--- src/rtl/fifo_pkg.sv ---
// Shared async-FIFO constants and the read-side prefetch buffer state type.
package fifo_pkg;

    localparam int DATA_W = 8;
    localparam int ADDR_W = 4;
    localparam int PTR_W  = ADDR_W + 1;

    // Occupancy of the 2-entry read prefetch buffer; encoding equals the count.
    typedef enum logic [1:0] {
        BUF_EMPTY = 2'd0,
        BUF_ONE   = 2'd1,
        BUF_FULL  = 2'd2
    } buf_state_e;

endpackage

--- src/rtl/rd_prefetch_buf.sv ---
// Two-entry ordered register buffer: head in ent0, write behind live entries,
// shift on pop, flush empties the buffer without touching the data registers.
module rd_prefetch_buf
    import fifo_pkg::*;
#(
    parameter int DATA_W = fifo_pkg::DATA_W
) (
    input  logic              clk,
    input  logic              rst_n,
    input  logic              flush_i,
    input  logic              wr_i,
    input  logic [DATA_W-1:0] wdata_i,
    input  logic              pop_i,
    output logic [1:0]        cnt_o,
    output logic              valid_o,
    output logic [DATA_W-1:0] head_o
);

    buf_state_e        state_q;
    logic [DATA_W-1:0] ent0_q;
    logic [DATA_W-1:0] ent1_q;

    // Occupancy FSM and entry storage; a same-edge shift and write keeps order.
    always_ff @(posedge clk or negedge rst_n) begin
        if (!rst_n) begin
            state_q <= BUF_EMPTY;
            ent0_q  <= '0;
            ent1_q  <= '0;
        end else if (flush_i) begin
            state_q <= BUF_EMPTY;
        end else begin
            case (state_q)
                BUF_EMPTY: begin
                    if (wr_i) begin
                        ent0_q  <= wdata_i;
                        state_q <= BUF_ONE;
                    end
                end
                BUF_ONE: begin
                    case ({wr_i, pop_i})
                        2'b10: begin
                            ent1_q  <= wdata_i;
                            state_q <= BUF_FULL;
                        end
                        2'b01:   state_q <= BUF_EMPTY;
                        2'b11:   ent0_q  <= wdata_i;
                        default: ;
                    endcase
                end
                BUF_FULL: begin
                    // A write without a pop cannot happen: the credit check forbids it.
                    case ({wr_i, pop_i})
                        2'b01: begin
                            ent0_q  <= ent1_q;
                            state_q <= BUF_ONE;
                        end
                        2'b11: begin
                            ent0_q <= ent1_q;
                            ent1_q <= wdata_i;
                        end
                        default: ;
                    endcase
                end
                default: state_q <= BUF_EMPTY;
            endcase
        end
    end

    assign cnt_o   = state_q;
    assign valid_o = (state_q != BUF_EMPTY);
    assign head_o  = ent0_q;

endmodule

--- src/rtl/fifo_rd_stream.sv ---
// Read-side output stage of the async FIFO: issues credit-limited pops, tracks
// the one-cycle memory latency and streams words out of a 2-entry buffer.
module fifo_rd_stream
    import fifo_pkg::*;
#(
    parameter int DATA_W = fifo_pkg::DATA_W,
    parameter int CNT_W  = 16
) (
    input  logic              rd_clk,
    input  logic              rd_rst,
    input  logic              empty,
    output logic              rd_en,
    input  logic [DATA_W-1:0] rd_data,
    input  logic              flush,
    output logic              m_valid,
    output logic [DATA_W-1:0] m_data,
    input  logic              m_ready,
    output logic [CNT_W-1:0]  words_out
);

    logic             inflight_q;
    logic             pop;
    logic             fire;
    logic [1:0]       cnt;
    logic [2:0]       credit_use;
    logic [CNT_W-1:0] words_q;
    logic [CNT_W-1:0] words_d;

    // A flush cycle never counts as an accept, even with m_ready high.
    assign fire = m_valid & m_ready & ~flush;

    // Slots committed after this edge: buffered + arriving - leaving; must stay below 2
    // for a new pop so the word it produces always has a slot.
    assign credit_use = {1'b0, cnt} + {2'b00, inflight_q} - {2'b00, fire};
    assign rd_en      = rd_rst & ~empty & ~flush & (credit_use < 3'd2);
    assign pop        = rd_en & ~empty;

    // rd_data is valid the cycle after a pop; flush abandons the word in flight.
    always_ff @(posedge rd_clk or negedge rd_rst) begin
        if (!rd_rst) inflight_q <= 1'b0;
        else         inflight_q <= pop & ~flush;
    end

    assign words_d = fire ? words_q + CNT_W'(1) : words_q;

    // Accepted-word counter, wraps naturally at 2^CNT_W.
    always_ff @(posedge rd_clk or negedge rd_rst) begin
        if (!rd_rst) words_q <= '0;
        else         words_q <= words_d;
    end

    rd_prefetch_buf #(
        .DATA_W (DATA_W)
    ) u_buf (
        .clk     (rd_clk),
        .rst_n   (rd_rst),
        .flush_i (flush),
        .wr_i    (inflight_q),
        .wdata_i (rd_data),
        .pop_i   (fire),
        .cnt_o   (cnt),
        .valid_o (m_valid),
        .head_o  (m_data)
    );

    assign words_out = words_q;

endmodule

--- config.mk ---
export PLATFORM = sky130hd
export DESIGN_NAME = fifo_rd_stream
export DESIGN_NICKNAME = d
export VERILOG_FILES = /design/src/rtl/fifo_pkg.sv /design/src/rtl/rd_prefetch_buf.sv /design/src/rtl/fifo_rd_stream.sv
export SDC_FILE = /design/constraint.sdc
export NUM_CORES = 1
export LEC_CHECK = 0
export CAP_MARGIN = 10
export CORE_MARGIN = 2
export CORE_UTILIZATION = 50
export DETAILED_ROUTE_END_ITERATION = 10
export PLACE_DENSITY_LB_ADDON = 0.12
export RECOVER_POWER = 25
export SLEW_MARGIN = 10
export SYNTH_ARGS = -nofsm -noshare
export SYNTH_HDL_FRONTEND = slang
export SYNTH_SLANG_ARGS = --single-unit
--- constraint.sdc ---
create_clock -name rd_clk -period 5.2 [get_ports rd_clk]
set_clock_uncertainty 0.2 [all_clocks]
set_input_delay 1.56 -clock rd_clk [delete_from_list [all_inputs] [get_ports rd_clk]]
set_output_delay 1.56 -clock rd_clk [all_outputs]
set_load 0.02 [all_outputs]
; After elaboration in Yosys (flattened, before gate mapping)
; Index checks and enable logic that the tools add are counted.
[classes]
bitwise = 9
n_mux = 11
n_eq_ne = 13
n_addsub = 3
order_cmp = 1
reduce_logical = 8
[ops]
columns = op, n
row1 = 8-bit 2-to-1 mux, 4
row2 = 8-bit case mux with 3 select lines, 1
row3 = "16-bit by 1-bit adder with 16-bit output, second input constant", 1
row4 = 8-bit case mux with 2 select lines, 1
row5 = 1-bit bitwise AND, 7
row6 = "2-bit == test, second input constant", 3
row7 = 2-bit 2-to-1 mux, 3
row8 = "2-bit by 1-bit inequality test with 1-bit output, second input constant", 3
row9 = "3-bit inequality test, second input constant", 2
row10 = 2-bit case mux with 3 select lines, 1
row11 = 5-bit AND reduction, 1
row12 = "2-bit by 1-bit == test with 1-bit output, second input constant", 2
row13 = "2-bit inequality test, second input constant", 2
row14 = "4-bit by 2-bit inequality test with 1-bit output, second input constant", 1
row15 = 2-bit case mux with 2 select lines, 1
row16 = 4-bit AND reduction, 1
row17 = 2-bit nonzero test, 2
row18 = 2-bit by 1-bit adder with 3-bit output, 1
row19 = "3-bit by 2-bit < comparator with 1-bit output, second input constant", 1
row20 = 3-bit AND reduction, 1
row21 = 3-bit nonzero test, 1
row22 = 3-bit by 1-bit subtractor with 3-bit output, 1
row23 = 2-bit logical NOT, 1
row24 = 1-bit inverter, 2
row25 = 2-bit OR reduction, 1
[word_totals]
wordCells = 50
register_bits = 35
in_bits = 13
out_inout_bits = 26

; Logic depth before layout (Yosys ltp)
; Gate-level depths: netlist (run 1).
[depth]
depth_word = 8
mapped_depth = 10
ltp_nobuf = 9

; Cells and area by module
; From an unflattened synthesis (run 1), not the netlist that was laid out.
[hier_totals]
cells_unflattened = 134
hier_area_um2 = 1716.6
[by_module_without_submodules]
columns = module, cells_per_inst, area_each_um2, seq_area_each_um2, instances
row1 = rd_prefetch_buf, 64, 900.9, 450.4, 1
row2 = fifo_rd_stream, 70, 815.8, 425.4, 1

; Least setup slack after synthesis (run 1)
; No wires, ideal clock.
[synth_timing]
path_kind = input to output
start = in flush
end = out rd_en
t_arrival_ns = 3.854
required_ns = 3.440
slack_ns = -0.414
n_path_buf = 2
stages = 9
cell_sequence = buf_6 or3b_1 buf_6 inv_2 ha_1 nand2b_1 fa_1 nand2_1 nor4_1
[synth_via]
elab_chain_cells = 5
word_cells_on_any_way = 6
cone_classes = add/sub (1) / order compare (1) / bitwise (4)
[synth_lines]
columns = item, line_no
row1 = from (decl), fifo_rd_stream.sv:14  ; input logic flush,
row2 = 1-bit inverter (no line), --
row3 = 1-bit bitwise AND, fifo_rd_stream.sv:30  ; assign fire = m_valid & m_ready & ~flush;
row4 = net fire, fifo_rd_stream.sv:23  ; logic fire;
row5 = 3-bit by 1-bit subtractor with 3-bit output, fifo_rd_stream.sv:34  ; assign credit_use = {1'b0, cnt} + {2'b00, inflight_q} - {2'b00, fire};
row6 = 3-bit by 2-bit < comparator with 1-bit output, fifo_rd_stream.sv:35  ; assign rd_en = rd_rst & ~empty & ~flush & (credit_use < 3'd2);
row7 = 1-bit bitwise AND, fifo_rd_stream.sv:35
row8 = to (decl), fifo_rd_stream.sv:12  ; output logic rd_en,
; The timed path passes the listed nets, and every way through them passes these cells.

; Final worst setup path (run 1)
; Ends and elaborated chain as after synthesis.

==> results.tsv, run 1 <==
stage	metric	value	unit
synth	synth-adder-area-share	7.57	%
worst_hold_path	min_path_type	reg2reg	
drt	drc	0	
finish	nFillCells	284	
finish	nets	207	
drt	drt_first_pass_iters	4	
placement	dpl.hpwl	2610	um
timing	slew_headroom	-19.7	%
global_route	overflow	0	
synth	yosys_register_bits	35	
power	swShare	36.6	%
timing	finalSetupViolations	0	
timing	rsz0062_at_grt	yes	
floorplanning	die-area	4000	sq um
finish	antenna_cells	0	
finish	syn_to_final_growth	31.5	%
synth	synth_simple_gate_area_share	12.9	%
drt	post_drt_wl_per_cell	15.1	um
power	power_switching	0.000366	W
placement	place_ws	-912	ps
synth	synth-compound-area-share	1.64	%
timing	fin_crit_sh	99.0	%
power	p_comb_share	43.7	%
critical_path	cp.required	3440	ps
power	power	0.00100	W
synth	synth_area_leaders	dfrtp_1 (50%), mux2_2 (10%), ha_1 (6.4%)	
floorplanning	die_w	63.2	um
drt	vias	1205	
clock_tree	cts_tree	yes	
clock_tree	clkLatencyLatePin	340	ps
worst_hold_path	hold_depth	1	
clock_tree	clock_path_buffers	2	
critical_path	endpoint_kind	output pin	
finish	layout_common_cells	dfrtp_1 (35), clkdlybuf4s50_1 (34), mux2_2 (16)	
floorplanning	start_util	52.1	%
critical_path	criticalPathCategory	in2out	
power	pwr-share-seq	41.1	%
floorplanning	rows	21	
power	leakagePower	1.00	nW
synth	yosysSeqAreaShare	50.0	%
timing	fmax	0.194	GHz
synth	synth_top_family_by_area	multiplexers	
floorplanning	core	3360	sq um
drt	finalWirelength	3490	um
synth	syn_avg_cell_area	12.9	sq um
synth	syn_area	1750	sq um
drt	vias_per_cell	5.22	
power	peakVddDrop	0.000320	V
synth	synthXorXnorAreaFrac	7.99	%
finish	final_common_cell	dfrtp_1	
synth	syn_nets	159	
synth	synth_mux_area_share	16.6	%
power	p_per_area	435	nW/um^2
outcome	violations	capacitance limit, slew limit	
synth	yosysTopAreaCellShare	50.0	%
global_route	track_usage	20.4	%
placement	place_congestion	0.772	
global_route	antenna_found_initial	0	
synth	yosys_warnings	0	
synth	yosysTopAreaCell	dfrtp_1	
timing	hold_slack	286	ps
clock_tree	h-tree-depth	2	
global_route	grt_pass1_vias	1332	
finish	final_util	68.5	%
run	drv_cap	1	
timing	min_period	5150	ps
placement	port_buffers	38	
finish	drive_above_1_share	23.2	%
floorplanning	ios	39	
synth	syn_inst	136	
drt	drt_iter0_drc	32	
timing	tightest_slew	1800	ps
timing	drv_slew	36	
placement	place_inst	222	
global_route	grt_pass1_wl	6320	um
timing	hold_violations	0	
power	intPower	0.000636	W
critical_path	cp_max_fo	2	
global_route	grt_max_degree	36	
timing	worst_slack	50.9	ps
clock_tree	path_clk_slew	110	ps
critical_path	crit_arrival	3390	ps
clock_tree	cts_root_buffer	clkbuf_4	
floorplanning	fp.dieH	63.2	um
power	p_clk_share	15.2	%
finish	fin_cells	231	
critical_path	r2r_cells	10	
synth	synth_cell_types	29	
clock_tree	numClockSinks	35	
clock_tree	cts_buffers	5	
critical_path	start_kind	input pin	
drt	ant_nets	0	
outcome	status	finished, violations left	
Yosys cell counts (all sizes together):
cell	instances
xor2	4
xnor2	12
a21oi	1
mux2i	1
ha	9
and3b	1
nand4bb	1
or3b	1
fa	1
nor2b	2
mux2	25
nor4	4
o221ai	1
a311oi	1
nor2	4
inv	8
dfrtp	35
buf	3
nand4	3
nand3	4
nor3	2
and4	2
and3	1
nand2b	2
nand2	8
power groups by stage:
stage / sequential [W] / combinational, W / clock (W)
after global routing: 0.000424 / 0.000475 / 0.000167
final: 0.000412 / 0.000438 / 0.000152
after global placement: 0.000408 / 0.000422 / 0
after detailed placement: 0.000416 / 0.000437 / 0
after CTS: 0.000411 / 0.000446 / 0.000156
after floorplan: 0.000464 / 0.000215 / 0
through the flow:
| step | TNS, ps | instance area, sq um |
|---|---|---|
| 4_1_cts | 0 | 2310 |
| 3_5_place_dp | -912 | 2240 |
| 5_1_grt | -33.0 | 2300 |
| 3_3_place_gp | -877 | 2240 |
| 6_report | 0 | 2300 |
| 2_1_floorplan | -69.0 | 1800 |
worst max-delay path, stage by stage:
cell      delay, ps
buf_6            90
or3b_4          410
inv_6            70
ha_4            180
nand2b_4        130
fa_2            350
xor2_2          170
nor4_4          240
buf_4           170
registers in the layout (all words and copies together) (netlist names):
signal,cells
words_out,16
u_buf.ent1_q,8
u_buf.head_o,8
u_buf.cnt_o,2
inflight_q,1
cell families (layout without fill, tap and decap cells):
kind of cell / Yosys count / after routing
DFF: 35 / 35
and+or+nand+nor: 35 / 35
muxes: 26 / 26
xor gates and xnor gates: 16 / 16
buffers and inverters: 11 / 60
adders and majority gates: 10 / 10
AOI/OAI and AO/OA: 3 / 3
what timing repair did:
action | 4_1_cts | 5_1_grt
pin swaps | 5 | 1
endpoints found under the setup margin | 1 | 1
setup buffers | 1 | 0
gates resized for setup | 17 | 0
hold buffers | 0 | 0
final timing paths:
kind,start,endpoint,slack (ps)
max,flush,rd_en,50
min,words_out[15]$_DFFE_PN0P_,words_out[15]$_DFFE_PN0P_,290
max reg2reg,u_buf.cnt_o[0]$_DFFE_PN0P_,u_buf.head_o[7]$_DFFE_PN0P_,2230
min reg2reg,words_out[15]$_DFFE_PN0P_,words_out[15]$_DFFE_PN0P_,290
max in group asynchronous,rd_rst,words_out[0]$_DFFE_PN0P_,2110
min in group asynchronous,rd_rst,u_buf.cnt_o[0]$_DFFE_PN0P_,1650
area by class of cell:
cell class / count / area, sq um / share of cell area (%)
inverter: 8 / 35.0 / 1.52
timing repair buffer: 44 / 409 / 17.8
clock inverter: 3 / 20.0 / 0.869
multi-input combinational: 90 / 870 / 37.7
sequential: 35 / 876 / 38.0
clock buffer: 5 / 37.5 / 1.63
tap: 46 / 57.6 / 2.50
per-layer routing:
layer / wire length, um / share of wire, % / GRT usage, % / up-vias
met5: 0 / 0 / 0 / -
li1: - / - / - / 566
met2: 1760 / 50 / 34.8 / 38
met4: 70 / 2.0 / 7.88 / 0
met1: 1470 / 42 / 25.3 / 592
met3: 193 / 5.5 / 4.64 / 9
Power figures use the tool's default switching activity.
==> inputs of run 2 (changes only) <==
- CAP_MARGIN: 10 -> 20
==> results of run 2 <==
Same layout as run 1: the final DEF is identical, and so are final timing and power.
==> inputs of run 3 (changes only) <==
- TNS_END_PERCENT: default -> 1
==> results of run 3 <==
Same layout as run 1: the final DEF is identical, and so are final timing and power.
